==> config.mk <==
export PLATFORM = sky130hd
export DESIGN_NAME = lcd_in_pio
export DESIGN_NICKNAME = d
export VERILOG_FILES = /design/src/rtl/lcd_in_pio.sv
export SDC_FILE = /design/constraint.sdc
export NUM_CORES = 1
export LEC_CHECK = 0
export ABC_AREA = 1
export BUFFER_PORTS_ARGS = -buffer_cell sky130_fd_sc_hd__buf_2
export CAP_MARGIN = 10
export CORE_MARGIN = 5
export CORE_UTILIZATION = 55
export CTS_BUF_LIST = sky130_fd_sc_hd__clkbuf_8
export DETAILED_ROUTE_END_ITERATION = 10
export PLACE_DENSITY_LB_ADDON = 0.25
export SKIP_CTS_REPAIR_TIMING = 1
export SYNTH_ARGS = -nofsm -noshare
export SYNTH_HDL_FRONTEND = slang
export SYNTH_SLANG_ARGS = --single-unit
==> constraint.sdc <==
create_clock -name clk -period 1.5 [get_ports clk]
set_clock_uncertainty 0.2 [all_clocks]
set_input_delay 0.3 -clock clk [delete_from_list [all_inputs] [get_ports clk]]
set_output_delay 0.3 -clock clk [all_outputs]
set_load 0.01 [all_outputs]
==> src/rtl/lcd_in_pio.sv <==
// Avalon-MM input PIO for LCD status/data lines: synchronizes, debounces and
// edge-captures in_port, with an irq mask and a level interrupt.
module lcd_in_pio #(
  parameter int WIDTH     = 8,
  parameter int DEBOUNCE  = 4,
  parameter int EDGE_TYPE = 0
) (
  input  logic             clk,
  input  logic             reset_n,
  input  logic [1:0]       address,
  input  logic             chipselect,
  input  logic             read_n,
  input  logic             write_n,
  input  logic [WIDTH-1:0] writedata,
  output logic [WIDTH-1:0] readdata,
  output logic             irq,
  input  logic [WIDTH-1:0] in_port
);

  localparam int CW = (DEBOUNCE > 1) ? $clog2(DEBOUNCE) : 1;
  localparam logic [CW-1:0] CNT_MAX = CW'((DEBOUNCE > 0) ? DEBOUNCE - 1 : 0);

  logic [WIDTH-1:0] sync1_q, sync1_d, sync2_q, sync2_d;
  logic [WIDTH-1:0] stable_q, stable_d;
  logic [WIDTH-1:0] edge_cap_q, edge_cap_d;
  logic [WIDTH-1:0] irq_mask_q, irq_mask_d;
  logic [WIDTH-1:0] readdata_q, readdata_d;
  logic [CW-1:0]    cnt_q [WIDTH];
  logic [CW-1:0]    cnt_d [WIDTH];
  logic [1:0]       prime_cnt_q, prime_cnt_d;
  logic             primed_q, primed_d;
  logic             irq_q, irq_d;
  logic             wr_en, rd_en;
  logic [WIDTH-1:0] changed, edge_det, clear_bits;

  // Next-state logic for synchronizer, debounce, edge capture and bus registers
  always_comb begin
    wr_en       = chipselect & ~write_n;
    rd_en       = chipselect & ~read_n;
    sync1_d     = in_port;
    sync2_d     = sync1_q;
    stable_d    = stable_q;
    primed_d    = primed_q;
    prime_cnt_d = prime_cnt_q;
    for (int i = 0; i < WIDTH; i++) begin
      cnt_d[i] = '0;
    end

    if (!primed_q) begin
      // Third edge after release: adopt the synchronized lines as-is, no edges.
      prime_cnt_d = prime_cnt_q + 2'd1;
      if (prime_cnt_q == 2'd2) begin
        primed_d = 1'b1;
        stable_d = sync2_q;
      end else begin
        primed_d = 1'b0;
      end
    end else begin
      for (int i = 0; i < WIDTH; i++) begin
        if (sync2_q[i] == stable_q[i]) begin
          cnt_d[i] = '0;
        end else if ((DEBOUNCE == 0) || (cnt_q[i] == CNT_MAX)) begin
          stable_d[i] = sync2_q[i];
        end else begin
          cnt_d[i] = cnt_q[i] + CW'(1);
        end
      end
    end

    changed = primed_q ? (stable_d ^ stable_q) : '0;
    case (EDGE_TYPE)
      0:       edge_det = changed & stable_d;
      1:       edge_det = changed & ~stable_d;
      default: edge_det = changed;
    endcase

    // A new edge overrides a simultaneous clear of the same bit.
    clear_bits = (wr_en && (address == 2'd3)) ? writedata : '0;
    edge_cap_d = (edge_cap_q & ~clear_bits) | edge_det;
    irq_mask_d = (wr_en && (address == 2'd2)) ? writedata : irq_mask_q;
    irq_d      = |(edge_cap_q & irq_mask_q);

    readdata_d = readdata_q;
    if (rd_en) begin
      case (address)
        2'd0:    readdata_d = stable_q;
        2'd2:    readdata_d = irq_mask_q;
        2'd3:    readdata_d = edge_cap_q;
        default: readdata_d = '0;
      endcase
    end else begin
      readdata_d = readdata_q;
    end
  end

  // State registers with asynchronous active-low reset
  always_ff @(posedge clk or negedge reset_n) begin
    if (!reset_n) begin
      sync1_q     <= '0;
      sync2_q     <= '0;
      stable_q    <= '0;
      edge_cap_q  <= '0;
      irq_mask_q  <= '0;
      readdata_q  <= '0;
      prime_cnt_q <= 2'd0;
      primed_q    <= 1'b0;
      irq_q       <= 1'b0;
      for (int i = 0; i < WIDTH; i++) begin
        cnt_q[i] <= '0;
      end
    end else begin
      sync1_q     <= sync1_d;
      sync2_q     <= sync2_d;
      stable_q    <= stable_d;
      edge_cap_q  <= edge_cap_d;
      irq_mask_q  <= irq_mask_d;
      readdata_q  <= readdata_d;
      prime_cnt_q <= prime_cnt_d;
      primed_q    <= primed_d;
      irq_q       <= irq_d;
      for (int i = 0; i < WIDTH; i++) begin
        cnt_q[i] <= cnt_d[i];
      end
    end
  end

  assign readdata = readdata_q;
  assign irq      = irq_q;

endmodule
After elaboration in Yosys (flattened, before gate mapping)
Cells that the tools add are included.
- bits of input ports: 23
- output and inout port bits: 9
- logic and storage cells: 99
- flip-flop bits (word level): 68
- equal/unequal tests: 19
- bitwise logic cells: 10
- add/sub/neg operators: 9
- multiplexer cells: 40
- reduce and logical (&&, ||, !) cells: 4
- operator list (operator ; number):
    2-bit two-way mux ; 16
    8-bit two-way mux ; 4
    8-bit AND ; 3
    8-bit case mux with 3 select lines ; 1
    2-bit == test (second input constant) ; 11
    2-bit by 1-bit adder with 2-bit output (second input constant) ; 9
    1-bit two-way mux ; 18
    16-bit two-way mux ; 1
    1-bit == test ; 8
    8-bit inverter ; 1
    8-bit OR ; 1
    8-bit OR reduction ; 1
    8-bit bitwise XOR ; 1
    1-bit AND ; 2
    1-bit logical AND ; 2
    2-bit zero test ; 1
    1-bit inverter ; 2

Depth between registers and ports, before layout
Gate-level depths: netlist of the first run.
- depth after elaboration: 8
- gate-level depth with buffers: 7
- depth with buffers taken out: 6

Worst setup path before layout of the first run
Ideal clock, no wire load.
- path type: register to register
- start: register prime_cnt_q[0]
- end: register stable_q[3]
- data required time: 1177 ps
- cell stages (with the launch flop): 8
- path buffers: 1
- library setup time: 123 ps
- clock period less this slack: 1343 ps
- arrival time: 1020 ps
- setup slack: 157 ps
- cell sequence: dfrtp_1 -> inv_1 -> ha_1 -> inv_1 -> buf_2 -> a21oi_1 -> o21ai_0 -> nand2_1
- cells in the longest elaborated chain, start to end: 3
- ends and longest elaborated chain (item ; RTL line ; text):
    start: declaration ; 30 ; logic [1:0] prime_cnt_q, prime_cnt_d;
    start signal: assignment ; 118 ; prime_cnt_q <= prime_cnt_d;
    2-bit == test ; 52 ; if (prime_cnt_q == 2'd2) begin
    8-bit two-way mux ; 52 ;
    8-bit two-way mux ; 49 ; if (!primed_q) begin
    via stable_d[3] ; 24 ; logic [WIDTH-1:0] stable_q, stable_d;
    end signal: assignment ; 114 ; stable_q <= stable_d;
    end: declaration ; 24 ;
The timed path passes the listed nets, and every way through them passes these cells.
A chain may end at the register's enable or synchronous reset.

Final worst setup path of the first run
- start: register prime_cnt_q[0]
- end: register stable_q[4]
The elaborated chain is that of the path after synthesis.

==> results.sh, run 1 <==
export IMPL_rsz0062_at_grt="yes"
export IMPL_synth_edff_count=0
export IMPL_grt_max_degree=69
export IMPL_finalCoreUtilization_pct=66.4
export IMPL_syn_num_nets=364
export IMPL_port_buffers=31
export IMPL_power_mw=5.52
export IMPL_numCtsBuffers=9
export IMPL_vias=2323
export IMPL_pre_cts_slack_ns=-0.0301
export IMPL_seq_area_frac_synth_pct=55.8
export IMPL_tns_ns=0
export IMPL_yosysMostFrequentCell="nand2_1"
export IMPL_synth_area_leader_cell="dfrtp_1"
export IMPL_tightest_slew_ns=0.352
export IMPL_crit_type="reg2reg"
export IMPL_drc=0
export IMPL_holdPathStages=3
export IMPL_synth_top_cell_area_share_pct=55.8
export IMPL_drive_above_1_share_pct=21.2
export IMPL_initialDrtViolationCount=188
export IMPL_fin_crit_sh_pct=97.6
export IMPL_holdWs_ns=0.0152
export IMPL_slew_viol_final=0
export IMPL_timing_fmax_mhz=683
export IMPL_die_w_um=84.5
export IMPL_synth_area_per_cell_um2=9.22
export IMPL_wl_um=5910
export IMPL_crit_required_ns=1.52
export IMPL_ff_latch_area_um2=1700
export IMPL_synthTopCellsByCount="89 x nand2_1, 68 x dfrtp_1, 46 x nand3_1"
export IMPL_synth_distinct_cells=21
export IMPL_hold_violations=0
export IMPL_multiInputGateArea_um2=1170
export IMPL_die_area_um2=7140
export IMPL_instances_no_fill=459
export IMPL_die_y_um=84.5
export IMPL_dr_pass1_iters=5
export IMPL_hpwl_um=4000
export IMPL_n_antenna_cell=0
export IMPL_ys_top_cells_by_area="dfrtp_1 56%, nand2_1 11%, nand3_1 7.5%"
export IMPL_power_leakage_nw=1.88
export IMPL_hold_class="in2reg"
export IMPL_clock_latency_ns=0.34
export IMPL_worstPathArrival_ns=1.48
export IMPL_endpoint_kind="flop"
export IMPL_r2r_end="stable_q[4]"
export IMPL_initial_core_util_pct=56.1
export IMPL_rr_startpoint="prime_cnt_q[0]"
export IMPL_status="complete, no violations"
export IMPL_holdCritStartpoint="writedata[7]"
export IMPL_worst_slack_ns=0.0365
export IMPL_area_delta_synth_final_pct=18.4
export IMPL_rr_worst_depth=5
export IMPL_cts_tree="built"
export IMPL_via_per_inst=5.06
export IMPL_synth_warnings=0
export IMPL_hold_path_end="irq_mask_q[7]"
export IMPL_numClockSinks=68
export IMPL_num_nets_final=416
export IMPL_place_area_um2=3300
export IMPL_grt_pass1_wl_um=10100
export IMPL_cts_root_buf="clkbuf_8"
export IMPL_critPathMaxFanout=7
export IMPL_grt_ovfl_total=0
export IMPL_cts_max_level=3
export IMPL_num_rows=27
export IMPL_synth_cells=331
export IMPL_reg2reg_slack_ns=0.04
export IMPL_timing_final_crit_period_ns=1.46
export IMPL_syn_cell_area_um2=3050
export IMPL_wire_per_inst_um=12.9
export IMPL_design_area_um2=3610
export IMPL_ir_drop_mv=0.987
export IMPL_antenna_found_initial=0
export IMPL_startpoint_type="flop"
export IMPL_ant_nets=0
export IMPL_grt_use_total_pct=17.9
export IMPL_power_density_nw_per_um2=1530
export IMPL_io_pins=32
export IMPL_maxCapViolations=0
export IMPL_setup_violations_final=0
export IMPL_cts_path_max_buffers=2
export IMPL_ys_flop_type="dfrtp_1"
export IMPL_ys_ff_latch=68
export IMPL_num_fill_cells=449
export IMPL_relSlewSlack_pct=76.5
export IMPL_grt_pass1_vias=2244
export IMPL_cts_reportedPaths_clkPinSlew_ns=0.06
export IMPL_dp_cells=433
export IMPL_coreArea_um2=5440
export IMPL_gp_congestion=0.834
export IMPL_synth_async_reset_ratio_pct=100
==> power breakdown <==
| part | switching, mW | internal, mW | total [mW] |
|---|---|---|---|
| Combinational | 0.782 | 0.603 | 1.38 |
| Sequential | 0.364 | 2.37 | 2.73 |
| Clock | 0.620 | 0.783 | 1.40 |
==> worst max-delay path, cell delays in order (launching register included) <==
cell and delay [ns]:
dfrtp_1 0.39, inv_2 0.09, ha_4 0.18, clkinvlp_4 0.19
o21ai_0 0.22, nand2_1 0.08
==> flip-flops by register name, summed over array words and instances (netlist names) <==
signal,count
prime_cnt_q,2
sync2_q,8
edge_cap_q,8
primed_q,1
irq,1
stable_q,8
cnt_q,16
sync1_q,8
irq_mask_q,8
readdata,8
==> how the worst max path moves through the flow <==
stage | start | slack [ns] | endpoint | cells after the start
6_report | prime_cnt_q[0] | 0.04 | stable_q[4] | 5
2_1_floorplan | prime_cnt_q[0] | 0.16 | stable_q[3] | 7
3_3_place_gp | prime_cnt_q[0] | 0.05 | stable_q[3] | 6
5_1_grt | prime_cnt_q[0] | -0.03 | stable_q[1] | 6
4_1_cts | prime_cnt_q[0] | -0.04 | stable_q[4] | 6
3_5_place_dp | prime_cnt_q[0] | -0.03 | stable_q[4] | 6
==> layout make-up <==
cell class | instances | area share [%]
tap | 72 | 2.49
inverter | 38 | 4.05
clock inverter | 5 | 1.28
sequential | 68 | 47.1
timing repair inverter | 1 | 0.208
timing repair buffer | 48 | 8.80
multi-input combinational | 217 | 32.3
clock buffer | 10 | 3.81
==> kinds of logic (layout without fill, tap and decap cells) <==
kind of cell | after synthesis | count (layout) | share of synthesized area (%)
flip-flops | 68 | 68 | 55.8
adder cells (fa/ha/maj) | 10 | 10 | 4.10
AO/OA/AOI/OAI | 42 | 42 | 8.73
buffers and inverters | 46 | 102 | 6.56
XOR/XNOR | 4 | 4 | 1.15
AND/OR/NAND/NOR | 161 | 161 | 23.7
==> metal layers <==
metal  global-route usage, %  part of all wire (%)  vias to the layer above  routed length (um)
li1                        -                     -                     1170                   -
met1                    24.0                    46                     1093                2700
met2                    27.4                    47                       55                2800
met3                    4.51                   5.6                        5                 331
met4                    8.49                   1.4                        0                  81
met5                       0                     0                        -                   0
==> cells in the final DEF, fill, tap and decap left out, types with 4 or more instances in the layout <==
master | netlist | final
nand2_1 | 89 | 89
dfrtp_1 | 68 | 68
nand3_1 | 46 | 46
inv_1 | 34 | 35
buf_2 | 4 | 31
o21ai_0 | 17 | 16
nor2_1 | 12 | 12
clkbuf_8 | 0 | 10
a21oi_1 | 10 | 9
ha_1 | 10 | 9
dlygate4sd3_1 | 0 | 9
a21oi_2 | 7 | 8
o21ai_2 | 8 | 8
nor3_1 | 7 | 7
buf_4 | 2 | 7
inv_2 | 4 | 5
xnor2_1 | 4 | 4
Power figures use the tool's default switching activity.
==> run 2, diff against run 1 <==
ABC_CLOCK_PERIOD_IN_PS = 1500   (was default)
CORE_MARGIN = 2   (was 5)
==> run 2 against run 1 <==
  * Fmax rose by 5.8%
  * Final cell count fell by 0.44%
  * Global-route usage increased by 2.7 points
  * Sequential power barely moved
==> results.sh, run 2 (synthesis results as in run 1) <==
export IMPL_wl_um=5800
export IMPL_power_density_nw_per_um2=1510
export IMPL_hold_violations=0
export IMPL_tightest_slew_ns=0.346
export IMPL_cts_root_buf="clkbuf_8"
export IMPL_crit_family="flip-flops"
export IMPL_via_per_inst=5.01
export IMPL_place_area_um2=3300
export IMPL_endpoint_kind="flop"
export IMPL_critPathMaxFanout=7
export IMPL_initialDrtViolationCount=157
export IMPL_largest_reg_flops=16
export IMPL_numClockSinks=68
export IMPL_busiest_layer="met2"
export IMPL_cts_reportedPaths_clkPinSlew_ns=0.07
export IMPL_use_met3_pct=5.29
export IMPL_grt_use_total_pct=20.6
export IMPL_dp_cells=433
export IMPL_holdPathStages=3
export IMPL_startpoint_type="flop"
export IMPL_num_rows=27
export IMPL_cts_tree="built"
export IMPL_fin_crit_sh_pct=92.2
export IMPL_status="complete, no violations"
export IMPL_power_leakage_nw=1.86
export IMPL_cts_path_max_buffers=2
export IMPL_power_mw=5.39
export IMPL_die_w_um=78.5
export IMPL_final_common_cell="nand2_1"
export IMPL_hpwl_um=3990
export IMPL_slew_viol_final=0
export IMPL_gp_congestion=0.905
export IMPL_drc=0
export IMPL_setup_violations_final=0
export IMPL_grt_pass1_wl_um=9810
export IMPL_grt_ovfl_total=0
export IMPL_dr_pass1_iters=4
export IMPL_maxCapViolations=0
export IMPL_cp_depth=5
export IMPL_rsz0062_at_grt="no"
export IMPL_ant_nets=0
export IMPL_io_pins=32
export IMPL_clock_latency_ns=0.34
export IMPL_antenna_found_initial=0
export IMPL_drive_above_1_share_pct=21.6
export IMPL_port_buffers=31
export IMPL_vias=2289
export IMPL_holdCritStartpoint="writedata[1]"
export IMPL_die_area_um2=6160
export IMPL_relSlewSlack_pct=76.9
export IMPL_crit_chain="inv_2, ha_4, clkinvlp_4, o21ai_0, nand2_1"
export IMPL_n_antenna_cell=0
export IMPL_crit_type="reg2reg"
export IMPL_num_nets_final=415
export IMPL_initial_core_util_pct=56.1
export IMPL_regMostFlops="cnt_q"
export IMPL_timing_final_crit_period_ns=1.38
export IMPL_worstPathArrival_ns=1.41
export IMPL_cts_max_level=3
export IMPL_crit_start="prime_cnt_q[0]"
export IMPL_instances_no_fill=457
export IMPL_grt_use_met2_pct=31.5
export IMPL_path_buf_inv=2
export IMPL_grt_use_met1_pct=27.7
export IMPL_timing_fmax_mhz=723
export IMPL_hold_class="in2reg"
export IMPL_tns_ns=0
export IMPL_die_y_um=78.5
export IMPL_final_cell_mix="89 x nand2_1, 68 x dfrtp_1, 46 x nand3_1"
export IMPL_grt_max_degree=69
export IMPL_crit_path_max_incr_delay_ns=0.40
export IMPL_crit_required_ns=1.53
export IMPL_grt_pass1_vias=2152
export IMPL_area_delta_synth_final_pct=17.4
export IMPL_coreArea_um2=5440
export IMPL_wire_per_inst_um=12.7
export IMPL_rr_worst_depth=5
export IMPL_finalCoreUtilization_pct=65.9
export IMPL_ir_drop_mv=0.657
export IMPL_numCtsBuffers=9
export IMPL_design_area_um2=3580
export IMPL_critPathSlowestCell="dfrtp_1"
export IMPL_rr_startpoint="prime_cnt_q[0]"
run 2: cell types whose count changed in the layout (fill, tap and decap cells not counted):
| cell | before | now |
|---|---|---|
| buf_4 | 7 | 6 |
| a21oi_1 | 9 | 8 |
| clkinv_2 | 1 | 3 |
| a21oi_2 | 8 | 9 |
| o21ai_0 | 16 | 14 |
| bufinv_16 | 1 | 0 |
| inv_1 | 35 | 33 |
| o21ai_1 | 1 | 3 |
run 2: path summary, 6_finish.rpt:
check / to / slack [ns]
max: stable_q[2] / 0.12
min: irq_mask_q[1] / 0.02
max reg2reg: stable_q[2] / 0.12
min reg2reg: sync2_q[1] / 0.15
max in group asynchronous: sync1_q[4] / 0.52
min in group asynchronous: irq_mask_q[7] / 0.31
run 2: final cells by class:
type,instances,area (um^2)
inverters,38,146
fillers,448,1860
clock inverters,4,18.8
repair inverters,1,7.51
flip-flops and latches,68,1700
clock buffers,10,138
multi-input cells,217,1170
repair buffers,47,310
well taps,72,90.1
run 2: report_power, final:
| group | switching, mW | leakage, nW | internal [mW] | total [mW] |
|---|---|---|---|---|
| Combinational | 0.786 | 0.963 | 0.605 | 1.39 |
| Clock | 0.642 | 0.0890 | 0.611 | 1.25 |
| Sequential | 0.383 | 0.809 | 2.37 | 2.75 |
| Total | 1.81 | 1.86 | 3.58 | 5.39 |
run 2: through the flow:
stage	worst slack, ns	hold WS, ns
5_1_grt	0.00134	0.00904
3_3_place_gp	0.0986	0.133
2_1_floorplan	0.157	-0.196
4_1_cts	0.0208	-0.215
3_5_place_dp	0.0230	0.135
6_report	0.116	0.0172
run 2: routing by layer:
metal	vias up	wire length [um]
met1	1063	2710
met5	-	0
met3	10	221
met4	0	120
li1	1164	-
met2	52	2750
run 2: worst min-delay path, cell delays in order:
cell     delay (ns)
buf_2          0.11
inv_1          0.06
o21ai_2        0.05
